`config.mk`:
```
export PLATFORM = sky130hd
export DESIGN_NAME = parity_link_pipe
export DESIGN_NICKNAME = d
export VERILOG_FILES = /design/src/rtl/parity_link_pkg.sv /design/src/rtl/parity_link_pipe_parity_gen_chk.sv /design/src/rtl/parity_link_pipe.sv
export SDC_FILE = /design/constraint.sdc
export NUM_CORES = 1
export LEC_CHECK = 0
export ABC_CLOCK_PERIOD_IN_PS = 2100
export CORE_MARGIN = 2
export CORE_UTILIZATION = 50
export CTS_CLUSTER_SIZE = 14
export DETAILED_ROUTE_END_ITERATION = 8
export MAX_ROUTING_LAYER = met4
export PLACE_DENSITY = 0.8
export SETUP_SLACK_MARGIN = 0.15
export SKIP_CTS_REPAIR_TIMING = 1
export SYNTH_ARGS = -nofsm -noshare
export SYNTH_HDL_FRONTEND = slang
export SYNTH_HIERARCHICAL = 1
export SYNTH_SLANG_ARGS = --single-unit
```
`constraint.sdc`:
```
create_clock -name clk -period 2.1 [get_ports clk]
set_input_delay 0.42 -clock clk [delete_from_list [all_inputs] [get_ports clk]]
set_output_delay 0.42 -clock clk [all_outputs]
set_load 0.005 [all_outputs]
```
`src/rtl/parity_link_pkg.sv`:
```
// Shared widths and helper functions for the parity link pipeline.
package parity_link_pkg;

  localparam int DATA_W = 8;
  localparam int WORD_W = 9;

  // Parity over a word-wide vector; narrower data is zero-extended by the caller.
  function automatic logic parity_of(input logic [WORD_W-1:0] data, input logic odd);
    return (^data) ^ odd;
  endfunction

  // Single-bit corruption mask selected by key; key 0 means a transparent channel.
  function automatic logic [WORD_W-1:0] key_mask(input int key, input logic en);
    logic [WORD_W-1:0] m;
    m = '0;
    if (en && key != 0) m = WORD_W'(1) << key;
    return m;
  endfunction

endpackage

```
`src/rtl/parity_link_pipe_parity_gen_chk.sv`:
```
// Combinational parity generator/checker. As a generator it is fed the data
// byte; as a checker it is fed the full word and a 1 means a parity failure.
module parity_gen_chk
  import parity_link_pkg::*;
#(
  parameter int W   = DATA_W,
  parameter bit ODD = 1'b0
) (
  input  logic [W-1:0] bits,
  output logic         parity
);

  assign parity = parity_of(WORD_W'(bits), ODD);

endmodule

```
`src/rtl/parity_link_pipe.sv`:
```
// Two-stage parity link: sender register, KEY-selected fault channel,
// receiver register with parity check, plus saturating word/error counters.
// Optional capture of the first erroring word: define PARITY_LINK_ERRLOG_EN.
module parity_link_pipe
  import parity_link_pkg::*;
#(
  parameter int KEY        = 2,
  parameter int CNT_W      = 16,
  parameter bit PARITY_ODD = 1'b0
) (
  input  logic              clk,
  input  logic              rst,
  input  logic              in_valid,
  input  logic [7:0]        in_data,
  input  logic              inject_en,
  input  logic              clr_counts,
  output logic [8:0]        tx_word,
  output logic              tx_valid,
  output logic [8:0]        rx_word,
  output logic              error_check,
  output logic              out_valid,
  output logic [CNT_W-1:0]  word_count,
  output logic [CNT_W-1:0]  error_count
`ifdef PARITY_LINK_ERRLOG_EN
  ,
  output logic [8:0]        first_err_word,
  output logic              err_seen
`endif
);

  if (KEY < 0 || KEY > 7) begin : g_bad_key
    $fatal(1, "parity_link_pipe: KEY must be in 0..7");
  end

  logic             tx_par;
  logic [WORD_W-1:0] chan_word;
  logic             chan_err;

  parity_gen_chk #(.W(DATA_W), .ODD(PARITY_ODD)) u_gen (
    .bits   (in_data),
    .parity (tx_par)
  );

  // inject_en is applied to the word while it sits in stage 1
  assign chan_word = tx_word ^ key_mask(KEY, inject_en);

  parity_gen_chk #(.W(WORD_W), .ODD(PARITY_ODD)) u_chk (
    .bits   (chan_word),
    .parity (chan_err)
  );

  // Sender stage: capture byte plus parity, hold word when idle
  always_ff @(posedge clk or posedge rst) begin
    if (rst) begin
      tx_word  <= '0;
      tx_valid <= 1'b0;
    end else begin
      tx_valid <= in_valid;
      if (in_valid) tx_word <= {in_data, tx_par};
    end
  end

  // Receiver stage: register the post-channel word and its check result
  always_ff @(posedge clk or posedge rst) begin
    if (rst) begin
      rx_word     <= '0;
      error_check <= 1'b0;
      out_valid   <= 1'b0;
    end else begin
      out_valid <= tx_valid;
      if (tx_valid) begin
        rx_word     <= chan_word;
        error_check <= chan_err;
      end
    end
  end

  // Saturating statistics; a clear takes priority over a same-cycle increment
  always_ff @(posedge clk or posedge rst) begin
    if (rst) begin
      word_count  <= '0;
      error_count <= '0;
    end else if (clr_counts) begin
      word_count  <= '0;
      error_count <= '0;
    end else if (out_valid) begin
      if (word_count != '1) word_count <= word_count + CNT_W'(1);
      if (error_check && error_count != '1) error_count <= error_count + CNT_W'(1);
    end
  end

`ifdef PARITY_LINK_ERRLOG_EN
  // Sticky capture of the first failing word since reset or clear
  always_ff @(posedge clk or posedge rst) begin
    if (rst) begin
      first_err_word <= '0;
      err_seen       <= 1'b0;
    end else if (clr_counts) begin
      first_err_word <= '0;
      err_seen       <= 1'b0;
    end else if (out_valid && error_check && !err_seen) begin
      first_err_word <= rx_word;
      err_seen       <= 1'b1;
    end
  end
`endif

endmodule

```
==> results.cfg <==
[sta]
post-route-period-util_pct = 90.37
whs_ps = 456.3
fmax_mhz = 526.9
clock-skew-final_ps = 9.799
rsz0062_at_grt = true
setup_viol_count_final = 0
worstMarginPinSlew_ps = 435.8
setup_tns_final_ps = 0
timing_max_transition_violations_final = 0
report.final.hold_viol_count = 0
post-route-worst-setup-slack_ps = 202.3
worst_slew_margin_rel_pct = 70.86
final.min_clock_period_ps = 1898

[synthesis]
post_synth_num_cell_types = 42
synth_enable_flop_cells = 0
syn-cell-area_sq_um = 2776
postSynth.topFlopCell = sky130_fd_sc_hd__dfrtp_1
avgSynthCellArea_sq_um = 10.72
synth_top_cells_by_area = sky130_fd_sc_hd__dfrtp_1, sky130_fd_sc_hd__mux2_2, sky130_fd_sc_hd__a21oi_1
seq_area_frac_synth_pct = 47.77
synth_warnings = 6
yosysTopAreaCell = sky130_fd_sc_hd__dfrtp_1
netlist.area_leader.share_pct = 47.77
async_flop_share_pct = 100.0
mappedNetlistNets = 274
postSynthRegisterBits = 53
post_synth_inst_count = 259

[power_and_ir_drop]
netSwitchingFraction_pct = 26.86
p_int_mw = 1.662
fin_total_pwr_mw = 2.273
clock_power_share_pct = 25.7
power.sequential.fraction_pct = 51.7
peak_ir_drop_on_the_vdd_network_mv = 0.4849
power_density_nw_per_um2 = 619.5
p_comb_share_pct = 22.6
p_leak_nw = 1.408
p_switching_mw = 0.6104

[floorplan]
die_h_microns = 78.52
die_w_microns = 78.52
design.core.area_sq_um = 5439
top_level_ports = 66
placement_rows = 27
floorplan.die_area_sq_um = 6165
floorplan.initialDensity_pct = 51.05

[grt]
track_usage_pct = 20.80
global_route_wire_length_before_repair_mm = 10.05
initial_antenna_violation_count = 0
grt_remaining_overflow = 0
grt_max_degree = 54
via_count_of_the_first_global_routing_pass = 2150

[placement]
placement.io_buffers = 65
dp_hpwl_mm = 4.269
cell_area_after_placement_sq_um = 3525
gp_congestion = 0.8246
placement.setup.worst_slack_ps = -79.77
post-place-cells = 391

[critical_path]
cp_max_fo = 4
crit_type = flop to flop
crit_chain = ha_4, nand2_2, or4_4, or4_1, a21oi_1
timing.critical_path.slowest_stage_cell = sky130_fd_sc_hd__or4_4
cp_data_required_time_ps = 2340
flop2flop_setup_slack_ps = 200
worstSetupEndpointType = flop
critical_path_arrival_ps = 2130
top_cell_family_by_delay_on_the_critical_path = simple AND/OR/NAND/NOR gates
start_kind = flop
crit_path_max_incr_delay_ps = 570
timing_startpoint_of_the_critical_path = word_count[1]
cp_num_buf_inv = 0
r2r-start = word_count[1]

[route]
route.antenna.remaining_nets = 0
drc_errors = 0
wl_met1_mm = 2.656
detailroute.via_count = 2293
maxUsedRoutingLayer = met4
routed_via_density = 5.718
firstDrtPassIters = 4
routedWlPerCell_microns = 14.92
met2RoutedLength_mm = 2.835
met3_wire_len_microns = 383
dr.first_iter.drc_count = 121
drt_wl_total_mm = 5.983

[finish]
area.sequential_sq_um = 1326
most-common-layout-cells = sky130_fd_sc_hd__clkdlybuf4s50_1, sky130_fd_sc_hd__dfrtp_1, sky130_fd_sc_hd__mux2_2
multi_input_area_sq_um = 1371
final_core_utilization_pct = 67.45
antenna-diode-count = 0
stdcell_count = 401
fillerInstances = 439
layout-drive-gt1-share_pct = 19.45
final_cell_area_sq_um = 3669
syn_to_final_growth_pct = 32.13
final_nets = 343
layout_commonest_cell = sky130_fd_sc_hd__clkdlybuf4s50_1

[run]
maxCapViolations = 0

[min_path]
holdCritPathClass = input port to async pin

[clock_network]
clk_latency_ps = 310
cts.htree.levels = 2
cts_made_buffers = 5
cts.path.max_buffers = 2
cts.clk_slew.worst_paths_ps = 100
clk_root_buffer_cell = sky130_fd_sc_hd__clkbuf_8
clock_sink_count = 53
cts_tree = done

[run_status]
status = complete, no violations
==> registers in the layout (all words and copies together) (netlist names) <==
name / count
error_check: 1
error_count: 16
out_valid: 1
rx_word: 9
tx_valid: 1
tx_word: 9
word_count: 16
==> cells in the mapped netlist, types with 3 or more instances <==
master and count:
sky130_fd_sc_hd__or3_1 6, sky130_fd_sc_hd__xor2_1 3, sky130_fd_sc_hd__nor4_1 3, sky130_fd_sc_hd__nor2b_1 6, sky130_fd_sc_hd__buf_4 8, sky130_fd_sc_hd__or4_1 12
sky130_fd_sc_hd__nor2_1 12, sky130_fd_sc_hd__xnor2_1 10, sky130_fd_sc_hd__nand4_1 4, sky130_fd_sc_hd__mux2_2 26, sky130_fd_sc_hd__clkbuf_1 8, sky130_fd_sc_hd__o31ai_1 13
sky130_fd_sc_hd__a21oi_1 20, sky130_fd_sc_hd__nand2_1 18, sky130_fd_sc_hd__inv_1 6, sky130_fd_sc_hd__a211oi_1 3, sky130_fd_sc_hd__o21ai_0 3, sky130_fd_sc_hd__dfrtp_1 53
sky130_fd_sc_hd__o41ai_1 3, sky130_fd_sc_hd__nand3_1 10, sky130_fd_sc_hd__nor3_1 4
==> power by group through the flow <==
stage / combinational, mW / sequential, mW / clock [mW]
detailed placement: 0.512 / 1.19 / 0
floorplan: 0.289 / 1.18 / 0
global placement: 0.500 / 1.19 / 0
global route: 0.567 / 1.19 / 0.633
finish: 0.514 / 1.18 / 0.584
CTS: 0.516 / 1.17 / 0.605
==> routing by layer <==
metal	up-vias	GRT usage (%)
met4	0	5.965
met2	65	32.91
met5	-	-
li1	1105	-
met3	9	5.517
met1	1114	26.51
==> final cells by class <==
class                           count  share of cell area, %
Sequential cell                    53                  36.15
Timing Repair Buffer               79                  20.94
Tap cell                           72                  2.456
Inverter                            7                 0.7162
Multi-Input combinational cell    182                  37.38
Clock buffer                        6                  1.978
Clock inverter                      2                 0.3752
==> final timing paths <==
kind,end,depth (start not counted)
min,rx_word[4],3
min in group clk,rx_word[4],1
max,word_count[12],5
max reg2reg,word_count[12],5
max in group asynchronous,word_count[13],3
min reg2reg,rx_word[4],1
==> cells by family (layout without fill, tap and decap cells) <==
| family | count (synthesis) | after routing | share of synthesized area [%] |
|---|---|---|---|
| simple gates | 86 | 86 | 18.07 |
| flops | 53 | 53 | 47.77 |
| compound gates | 51 | 51 | 12.12 |
| mux | 28 | 28 | 11.27 |
| buf+inv | 24 | 94 | 4.371 |
| xor+xnor | 15 | 15 | 5.498 |
| fa+ha+maj | 2 | 2 | 0.9012 |
==> tightest hold or removal path: cells and delay by family <==
kind | cells | cell delay (ps)
buffers and inverters | 3 | 730
(Power assumes the default switching activity.)
